$ cat src/rtl/rv32_fetch_pkg.sv
// Shared types and constants for the RV32 fetch sequencer.
package rv32_fetch_pkg;

  typedef enum logic [2:0] {
    S_IDLE,
    S_REQ,
    S_WAIT,
    S_HOLD,
    S_DRAIN,
    S_PARK
  } state_e;

  localparam int unsigned INST_BYTES = 4;
  localparam logic [1:0]  ALIGN_MASK = 2'b11;
  localparam logic [31:0] FAULT_DATA = 32'h0;

endpackage

$ cat src/rtl/rv32_fetch_sequencer.sv
// Fetch controller: owns the PC, issues one imem request at a time,
// holds each returned word for decode, handles redirects and faults.
module rv32_fetch_sequencer
  import rv32_fetch_pkg::*;
#(
  parameter logic [31:0] RESET_VECTOR = 32'h0000_0000,
  parameter int unsigned ADDR_W       = 32
) (
  input  logic              clk,
  input  logic              reset_n,
  input  logic              fetch_en,
  output logic              imem_req_valid,
  output logic [ADDR_W-1:0] imem_req_addr,
  input  logic              imem_req_ready,
  input  logic              imem_rsp_valid,
  input  logic [31:0]       imem_rsp_data,
  input  logic              imem_rsp_err,
  output logic              inst_valid,
  output logic [31:0]       inst_data,
  output logic [ADDR_W-1:0] inst_pc,
  output logic              inst_fault,
  input  logic              inst_ready,
  input  logic              redirect_valid,
  input  logic [ADDR_W-1:0] redirect_target,
  output logic [31:0]       inst_count
);

  state_e            state_q, state_d;
  logic [ADDR_W-1:0] pc_q, pc_d;
  logic              valid_q, valid_d;
  logic [31:0]       data_q, data_d;
  logic [ADDR_W-1:0] ipc_q, ipc_d;
  logic              fault_q, fault_d;
  logic [31:0]       count_q, count_d;
  logic              bubble_q, bubble_d;
  logic              drain_q, drain_d;

  logic req_fire;
  logic misalign;
  logic outstanding;

  assign imem_req_valid = (state_q == S_REQ) && !bubble_q;
  assign imem_req_addr  = pc_q;
  assign inst_valid     = valid_q;
  assign inst_data      = data_q;
  assign inst_pc        = ipc_q;
  assign inst_fault     = fault_q;
  assign inst_count     = count_q;

  assign req_fire = imem_req_valid && imem_req_ready;
  assign misalign = |(redirect_target[1:0] & ALIGN_MASK);

  // A response is still owed after this cycle: it must be eaten silently.
  assign outstanding =
    (state_q == S_REQ && req_fire) ||
    ((state_q == S_WAIT || state_q == S_DRAIN || drain_q) &&
     !imem_rsp_valid);

  always_comb begin
    state_d  = state_q;
    pc_d     = pc_q;
    valid_d  = valid_q;
    data_d   = data_q;
    ipc_d    = ipc_q;
    fault_d  = fault_q;
    count_d  = count_q;
    bubble_d = 1'b0;
    drain_d  = drain_q;
    if (drain_q && imem_rsp_valid) drain_d = 1'b0;
    if (redirect_valid) begin
      pc_d    = redirect_target;
      valid_d = 1'b0;
      if (misalign) begin
        valid_d = 1'b1;
        fault_d = 1'b1;
        ipc_d   = redirect_target;
        data_d  = FAULT_DATA;
        state_d = S_HOLD;
        drain_d = outstanding;
      end else if (outstanding) begin
        state_d = S_DRAIN;
        drain_d = 1'b0;
      end else begin
        state_d  = S_REQ;
        drain_d  = 1'b0;
        bubble_d = (state_q == S_REQ) && !bubble_q;
      end
    end else begin
      unique case (state_q)
        S_IDLE: if (fetch_en) state_d = S_REQ;
        S_REQ:  if (req_fire) state_d = S_WAIT;
        S_WAIT: begin
          if (imem_rsp_valid) begin
            valid_d = 1'b1;
            data_d  = imem_rsp_err ? FAULT_DATA : imem_rsp_data;
            ipc_d   = pc_q;
            fault_d = imem_rsp_err;
            pc_d    = pc_q + ADDR_W'(INST_BYTES);
            state_d = S_HOLD;
          end
        end
        S_HOLD: begin
          if (inst_ready) begin
            count_d = count_q + 32'd1;
            valid_d = 1'b0;
            if (fault_q)       state_d = S_PARK;
            else if (fetch_en) state_d = S_REQ;
            else               state_d = S_IDLE;
          end
        end
        S_DRAIN: if (imem_rsp_valid) state_d = S_REQ;
        S_PARK:  state_d = S_PARK;
        default: state_d = S_IDLE;
      endcase
    end
  end

  always_ff @(posedge clk or negedge reset_n) begin
    if (!reset_n) begin
      state_q  <= S_IDLE;
      pc_q     <= RESET_VECTOR[ADDR_W-1:0];
      valid_q  <= 1'b0;
      data_q   <= 32'h0;
      ipc_q    <= '0;
      fault_q  <= 1'b0;
      count_q  <= 32'h0;
      bubble_q <= 1'b0;
      drain_q  <= 1'b0;
    end else begin
      state_q  <= state_d;
      pc_q     <= pc_d;
      valid_q  <= valid_d;
      data_q   <= data_d;
      ipc_q    <= ipc_d;
      fault_q  <= fault_d;
      count_q  <= count_d;
      bubble_q <= bubble_d;
      drain_q  <= drain_d;
    end
  end

endmodule

$ cat config.mk
export PLATFORM = sky130hd
export DESIGN_NAME = rv32_fetch_sequencer
export DESIGN_NICKNAME = d
export VERILOG_FILES = /design/src/rtl/rv32_fetch_pkg.sv /design/src/rtl/rv32_fetch_sequencer.sv
export SDC_FILE = /design/constraint.sdc
export NUM_CORES = 1
export LEC_CHECK = 0
export ABC_AREA = 1
export CAP_MARGIN = 20
export CORE_MARGIN = 3
export CORE_UTILIZATION = 54
export CTS_BUF_LIST = sky130_fd_sc_hd__clkbuf_4 sky130_fd_sc_hd__clkbuf_8
export DETAILED_ROUTE_END_ITERATION = 6
export PLACE_DENSITY = 0.89
export SKIP_LAST_GASP = 1
export SLEW_MARGIN = 25
export SYNTH_ARGS = -nofsm -noshare
export SYNTH_HDL_FRONTEND = slang
export SYNTH_SLANG_ARGS = --single-unit
$ cat constraint.sdc
create_clock -name clk -period 3.65 [get_ports clk]
set_input_delay 1.095 -clock clk [delete_from_list [all_inputs] [get_ports clk]]
set_output_delay 1.095 -clock clk [all_outputs]
set_load 0.005 [all_outputs]
# ---- Yosys cells after proc, flatten, opt, wreduce, memory -nomap -nowiden
# Cells that the tools add are included.
dict set report totals {
  input_bits 72
  out_inout_bits 131
  wordCells 82
  reg_bits 135
}
dict set report classes {
  eq_ne 11
  bitwise_logic 1
  add_sub_neg 2
  muxes 38
  n_reduce_logical 21
}
# operator n
set op_table {}
lappend op_table {{$mux 32} 12}
lappend op_table {{$add 32x1->32 const B} 1}
lappend op_table {{$add 32x3->32 const B} 1}
lappend op_table {{$mux 3} 9}
lappend op_table {{$pmux 3 s6} 1}
lappend op_table {{$mux 1} 15}
lappend op_table {{$ne 3x3->1 const B} 5}
lappend op_table {{$reduce_and 3->1} 3}
lappend op_table {{$eq 3x2->1 const B} 2}
lappend op_table {{$eq 3x3->1 const B} 2}
lappend op_table {{$reduce_bool 2->1} 3}
lappend op_table {{$logic_and 1x1->1} 5}
lappend op_table {{$reduce_and 5->1} 1}
lappend op_table {{$eq 3x1->1 const B} 1}
lappend op_table {{$logic_not 3->1} 1}
lappend op_table {{$logic_or 1x1->1} 3}
lappend op_table {{$reduce_bool 3->1} 1}
lappend op_table {{$logic_not 1->1} 2}
lappend op_table {{$ne 2x1->1 const B} 1}
lappend op_table {{$pmux 1 s2} 1}
lappend op_table {{$reduce_and 2->1} 1}
lappend op_table {{$reduce_or 2->1} 1}
lappend op_table {{$not 1->1} 1}

# ---- Logic depth before layout (Yosys ltp)
# Gate-level depths: netlist (run 1).
dict set report depth {
  depth_word 8
  mapped_depth 10
  mapped_depth_nobuf 10
}

# ---- Worst setup path after synthesis (run 1)
# No wires, ideal clock.
dict set report synth_path {
  path_kind {input-to-reg}
  startpoint {input port redirect_valid}
  endpoint {register pc_q[30] (netlist: imem_req_addr[30])}
  path_buffers 0
  setup_slack_ns 1.568
  t_required_ns 3.533
  stages 10
  t_arrival_ns 1.965
  path_cell_list {inv_2 -> nand2_1 -> nor2_2 -> nand3_1 -> nor2_1 -> nand2_1 -> nand2_1 -> nand2_1 -> nand2_1 -> nand2_1}
}
dict set report synth_via {
  elab_chain_len 2
  word_cells_on_any_way 4
}
# element line_no
set synth_rtl {}
lappend synth_rtl {{start, declared} rv32_fetch_sequencer.sv:23} ;# input logic redirect_valid,
lappend synth_rtl {{$reduce_bool 2->1 (no line)} --}
lappend synth_rtl {{$reduce_and 2->1 (no line)} --}
lappend synth_rtl {{end signal, assigned} rv32_fetch_sequencer.sv:121} ;# pc_q <= RESET_VECTOR[ADDR_W-1:0];
lappend synth_rtl {{end signal, assigned} rv32_fetch_sequencer.sv:131} ;# pc_q <= pc_d;
lappend synth_rtl {{end, declared} rv32_fetch_sequencer.sv:29} ;# logic [ADDR_W-1:0] pc_q, pc_d;
# Parallel ways exist; a longest one is shown, timed or not.
# A chain may end at the register's enable or synchronous reset.

# ---- Worst setup path after layout (run 1)
dict set report layout_path {
  startpoint {register state_q[2]}
  endpoint {output port imem_req_valid}
}
dict set report layout_via {
  elab_chain_len 2
}
# element line_no
set layout_rtl {}
lappend layout_rtl {{start, declared} rv32_fetch_sequencer.sv:28} ;# state_e state_q, state_d;
lappend layout_rtl {{start signal, assigned} rv32_fetch_sequencer.sv:130} ;# state_q <= state_d;
lappend layout_rtl {{$eq 3x1->1} rv32_fetch_sequencer.sv:42} ;# assign imem_req_valid = (state_q == S_REQ) && !bubble_q;
lappend layout_rtl {{$logic_and 1x1->1} rv32_fetch_sequencer.sv:42}
lappend layout_rtl {{end, declared} rv32_fetch_sequencer.sv:12} ;# output logic imem_req_valid,
# No other way between the ends.

==> impl_results.md, run 1 <==
- Tcrit/Tclk final: 83.74%
- Critical path launch point: state_q[2]$_DFFE_PN0P_
- DRT iter0 DRCs: 579
- Crit path largest cell delay: 0.57 ns
- Worst Hold End: inst_pc[18]$_DFFE_PN0P_
- Fin crit period: 3.056 ns
- H-Tree Level Count: 4
- ANT nets after route: 0
- Final HPWL DP: 14910 um
- Post-route cell area: 9672 um^2
- Worst Hold Class: register to register
- Vias per cell: ~5.4
- Die height: 121.0 um
- Root Driver: clkbuf_8
- Clk slew on worst S/H paths: about 0.070 ns
- GRT overflow: 0
- Cell accounting for the most synthesized area: dfrtp_1
- Crit Path Max Fanout: 6
- Ys Warns: 0
- Delay-heaviest family, CP: buffers and inverters
- CTS tree: built
- FILL cells: 916
- Most common library cells after synthesis: nand2_1, dfrtp_1, nor2_1
- Post-detailed-route wirelength per cell: approximately 16 um
- DR pass1 iterations: 6
- Largest net degree at the start of global routing: 76
- Post-Route Setup TNS: 0 ns
- Boundary Pins: 203
- Worst path required time: approximately 2.6 ns
- Leakage: 0.004471 uW
- Max Fclk: about 0.33 GHz
- Setup-failing EPs final: 0
- Row count: a little over 40
- Ys flop type: dfrtp_1
- Syn_nets: 992
- WHS Path Cells: 2
- Final wirelength: approximately 21000 um
- CP Cell Sequence: inv_2 > nand2_2 > nor3_2 > clkdlybuf4s50_1
- Max-Cap Viols: 0
- Area contributors post-synth: dfrtp_1, nand2_1, nor2_1
- Core area: 12770 um^2
- Resized cells post-CTS: 0
- Worst Slack Setup Final: between 0.5 and 0.6 ns
- Design Power: 5472 uW
- Nets: 1189
- Initial antenna violation count: 1
- FF-to-FF path depth: 10
- Port Buffers: 202
- Starting Density: 55.87%
- DIE AREA: 14630 um^2
- DRC: 0
- Area share of the largest cell type after synthesis: 47.34%
- Worst slew margin: 50.96%
- Final Hold Viols: 0
- Most instantiated library cell after synthesis: nand2_1
- Post-CTS setup buffers: 0
- # clock sinks: 135
- Syn Area/Cell: 7.774 um^2
- Clk_lat worst skew: 0.45 ns
- Netlist cell types: just over 40
- Clock Tree Buf Depth: 2
- DP Area: 9251 um^2
- Min Hold Slack: 0.4866 ns
- Syn Inst Count: 918
- Synth Register Bits: 135
- Global-route wire length before repair: approximately 34000 um
- CP Buf/Inv Count: 2
- CP arrival: 1.96 ns
- Cts bufs inserted: 17
- Die W: 121.0 um
- R2R Path End: imem_req_addr[26]$_DFFE_PN0N_
- Tightest Pin Transition: between 0.7 and 0.8 ns
- Kind of critical path: register to output port
- Global router's overall resource usage: 29.00%
- Power Density: 565.7 nW/um^2
- Layout area overhead: 35.52%
- Layout cell share with drive strength beyond 1: 7.181%
- Flop-to-flop setup slack: 1.64 ns
- Gpl congestion: 0.9269
- Asr flop ratio synth: 100.0%
- CP Capture Type: output port
- RSZ-0062 raised after global routing: no
- Pre-CTS WS: 0.6348 ns
- EDFF count, synth: 0
- Slowest-stage cell, CP: clkdlybuf4s50_1
- Hold_sp: inst_pc[18]$_DFFE_PN0P_
- # hold bufs at CTS: 0
- Status: finished clean
- Max VDD drop: 0.3486 mV
- Netlist Area Pre-Place: 7137 um^2
- FF-to-FF Start: imem_req_addr[2]$_DFFE_PN0N_
- Vias in the first global route: 6835
- Register area share after synthesis: roughly 47%
- Skew final: ~0.0072 ns
- Via Count: 7014
- Antenna Cells: 0
- Slew Viols, Final: 0
- Worst Setup Start Kind: register
==> worst min-delay path, cell delays in order (launching register included) <==
cell	delay (ns)
dfrtp_1	0.35
nand2_1	0.06
o21ai_2	0.05
==> layer usage <==
| layer | GRT usage, % | vias to the layer above | routed length, um |
|---|---|---|---|
| met3 | 7.273 | 54 | 1761 |
| met4 | 10.41 | 2 | 531 |
| met5 | 0 | - | 11 |
| li1 | - | 3354 | - |
| met2 | 46.54 | 361 | 9963 |
| met1 | 38.26 | 3243 | 8541 |
==> how the worst max path moves through the flow <==
stage                                    end  slack, ns  cells past startpoint
5_1_grt                       imem_req_valid       0.53                      4
3_3_place_gp          inst_valid$_DFFE_PN0P_       0.72                      6
3_5_place_dp          inst_valid$_DFFE_PN0P_       0.63                      6
4_1_cts                       imem_req_valid       0.58                      4
2_1_floorplan  imem_req_addr[30]$_DFFE_PN0N_       1.57                     10
6_report                      imem_req_valid       0.59                      4
==> state kept, by name (all words and copies together) (netlist names) <==
register,flops
inst_data,32
inst_pc,32
bubble_q,1
drain_q,1
imem_req_addr,32
inst_fault,1
inst_count,32
state_q,3
inst_valid,1
==> layout make-up <==
cell class / count / area [um^2] / area share, %
Clock inverter: 9 / 122.6 / 1.268
Multi-Input combinational cell: 679 / 3288 / 34.00
Inverter: 73 / 274.0 / 2.833
Tap cell: 172 / 215.2 / 2.225
Timing Repair Buffer: 209 / 2096 / 21.67
Clock buffer: 23 / 297.8 / 3.079
Sequential cell: 135 / 3378 / 34.93
==> placed cells by master, fill, tap and decap left out, types with 3 or more instances in the layout <==
cell / instances
a21oi_1: 8
a22o_1: 33
a31oi_1: 11
buf_4: 5
bufinv_16: 3
clkbuf_4: 3
clkbuf_8: 20
clkdlybuf4s50_1: 200
clkinv_2: 5
dfrtp_1: 135
inv_1: 68
inv_2: 5
nand2_1: 349
nand2_2: 6
nand2_4: 3
nand3_1: 47
nand3_2: 4
nand3b_1: 5
nand4_1: 14
nor2_1: 81
nor2_2: 6
nor2_4: 7
nor3_1: 11
nor3_2: 3
o211ai_1: 3
o21ai_0: 38
o21ai_1: 12
o22ai_1: 3
xnor2_1: 9
xor2_1: 8
==> where the power goes <==
part           leakage (uW)  switching [uW]  total, uW  internal (uW)
logic               0.00252             926       1920            991
registers           0.00173             380       2230           1850
clock network      0.000220             576       1320            747
total               0.00447            1880       5470           3590
==> cell families (layout without fill, tap and decap cells) <==
| group | after synthesis | in the layout | synth area share [%] |
|---|---|---|---|
| adder cells (fa/ha/maj) | 2 | 2 | 0.3506 |
| AO/OA/AOI/OAI | 116 | 116 | 10.59 |
| multiplexers | 2 | 2 | 0.2805 |
| XOR/XNOR | 17 | 17 | 2.086 |
| AND/OR/NAND/NOR | 542 | 542 | 32.77 |
| flip-flops | 135 | 135 | 47.34 |
| buffers and inverters | 104 | 314 | 6.592 |
==> through the flow <==
step	util (%)	instances
global route	75.72	1300
detailed placement	72.43	1268
floorplan	-	918
finish	75.72	1300
global placement	72.43	1268
CTS	75.72	1300
No activity file was read; power rests on OpenSTA's default activity.
==> run 2, diff against run 1 <==
--- a/config.mk
+++ b/config.mk
@@ -8,10 +8,10 @@
 export ABC_AREA = 1
 export CAP_MARGIN = 20
 export CORE_MARGIN = 3
-export CORE_UTILIZATION = 54
+export CORE_UTILIZATION = 45
 export CTS_BUF_LIST = sky130_fd_sc_hd__clkbuf_4 sky130_fd_sc_hd__clkbuf_8
 export DETAILED_ROUTE_END_ITERATION = 6
-export PLACE_DENSITY = 0.89
+export PLACE_DENSITY = 0.79
 export SKIP_LAST_GASP = 1
 export SLEW_MARGIN = 25
 export SYNTH_ARGS = -nofsm -noshare
==> constraint.sdc (replaced) <==
create_clock -name clk -period 2.7 [get_ports clk]
set_input_delay 0.81 -clock clk [delete_from_list [all_inputs] [get_ports clk]]
set_output_delay 0.81 -clock clk [all_outputs]
set_load 0.005 [all_outputs]
==> impl_results.md, run 2 (synthesis results as in run 1) <==
- Die height: roughly 130 um
- Critical path launch point: state_q[2]$_DFFE_PN0P_
- Net switching power: 2550 uW
- FF-to-FF path depth: 10
- Via Count: roughly 6900
- Largest net degree at the start of global routing: 68
- Kind of critical path: register to output port
- Nets: about 1200
- Core area: about 15000 um^2
- Post-route core utilization: between 60% and 70%
- Tightest Pin Transition: 0.5539 ns
- Clock Power Share: around 25%
- Commonest non-fill, non-tap cell in the layout: nand2_1
- Worst Setup Start Kind: register
- Setup-failing EPs final: 0
- Final HPWL DP: 14940 um
- Comb pwr share: 34.6%
- Placed Instances: roughly 1300
- CP Capture Type: output port
- Fin crit period: 2.427 ns
- FF+latch area: 3378 um^2
- CTS tree: built
- GRT overflow: 0
- Leakage: between 0.004 and 0.005 uW
- H-Tree Level Count: 4
- Layout cell share with drive strength beyond 1: 7.672%
- FF-to-FF Start: imem_req_addr[3]$_DFFE_PN0N_
- Flop-to-flop setup slack: 0.75 ns
- Gpl congestion: ~0.9
- Vias in the first global route: 6706
- Boundary Pins: 203
- Row count: 45
- FILL cells: about 1300
- Worst Hold Class: input port to async pin
- Worst path required time: 1.89 ns
- Final Hold Viols: 0
- Worst slew margin: 63.07%
- RSZ-0062 raised after global routing: no
- Max VDD drop: 0.4276 mV
- Post-Layout Cell Count: between 1000 and 1500
- Final wirelength: 20400 um
- Post-CTS setup buffers: 0
- DIE AREA: 17410 um^2
- Clk slew on worst S/H paths: ~0.08 ns
- Cts bufs inserted: 17
- Multi-input logic area: 3288 um^2
- Post-Route Setup TNS: 0 ns
- Initial antenna violation count: 1
- Root Driver: clkbuf_8
- DR pass1 iterations: 6
- Global-route wire length before repair: 33410 um
- Starting Density: 46.43%
- R2R Path End: imem_req_addr[30]$_DFFE_PN0N_
- DRT iter0 DRCs: 417
- Post-detailed-route wirelength per cell: ~15 um
- Max-Cap Viols: 0
- Slew Viols, Final: 0
- # clock sinks: 135
- Tcrit/Tclk final: 89.89%
- Sequential Power Share: 40.6%
- Skew final: about 0.011 ns
- Max Fclk: 0.4120 GHz
- Global router's overall resource usage: approximately a quarter
- Internal power: 4914 uW
- Vias per cell: 5.117
- Layout area overhead: 37.69%
- # hold bufs at CTS: 0
- Crit Path Max Fanout: 6
- Clock Tree Buf Depth: 2
- ANT nets after route: 0
- Die W: 131.9 um
- Setup crit end: imem_req_valid
- Status: finished clean
- Power Density: between 700 and 800 nW/um^2
- Clk_lat worst skew: between 0.4 and 0.5 ns
- Most frequent cells in the layout: nand2_1, clkdlybuf4s50_1, dfrtp_1
- Port Buffers: between 200 and 250
- CP arrival: 1.62 ns
- DRC: 0
- Switch share: between 30% and 40%
-- run 2: worst min path at each step --
stage,start,endpoint
floorplan,inst_pc[24]$_DFFE_PN0P_,inst_pc[24]$_DFFE_PN0P_
global placement,inst_pc[30]$_DFFE_PN0P_,inst_pc[30]$_DFFE_PN0P_
global route,reset_n,inst_pc[8]$_DFFE_PN0P_
finish,reset_n,inst_pc[3]$_DFFE_PN0P_
CTS,reset_n,inst_pc[8]$_DFFE_PN0P_
detailed placement,inst_pc[11]$_DFFE_PN0P_,inst_pc[11]$_DFFE_PN0P_
-- run 2: layer usage --
metal / up-vias / routed length, um / global-route usage, %
li1: 3376 / - / -
met5: - / 0 / 0
met4: 0 / 449 / 8.343
met1: 3202 / 8794 / 31.73
met3: 36 / 1437 / 5.115
met2: 274 / 9719 / 37.60
-- run 2: power by group through the flow --
stage,Sequential [uW],Combinational (uW),Clock (uW)
floorplan,2940,1200,0
global placement,3050,2540,0
detailed placement,3040,2590,0
CTS,3020,2600,1880
global route,3100,2840,1970
finish,3030,2580,1850
-- run 2: cell type report --
class                           count  share of cell area, %
Tap cell                          211                  2.687
Timing Repair Buffer              216                  22.23
Clock inverter                     11                  1.757
Sequential cell                   135                  34.38
Inverter                           73                  2.788
Multi-Input combinational cell    679                  33.46
Antenna cell                        1                0.02546
Clock buffer                       20                  2.674
-- run 2: worst max-delay path: stages, from the launching register on --
cell	delay, ns
dfrtp_1	0.47
inv_2	0.12
nand2_2	0.09
nor3_2	0.19
dlygate4sd2_1	0.30
-- run 2: repair_timing --
item                                    4_1_cts  5_1_grt
resized for setup                             1        0
hold endpoints to repair                      0        0
endpoints found under the setup margin        1        0
-- run 2: per-stage QoR --
stage                     setup WS (ns)  hold slack, ns  area, um^2  total power (uW)
after floorplan                  0.9031          0.4719        7137              4139
after global placement           0.3258          0.4631        9390              5590
after detailed placement         0.2724          0.4659        9390              5630
after CTS                        0.2491          0.3375        9824              7508
after global routing             0.2100          0.3587        9827              7920
final                            0.2729          0.3186        9827              7464
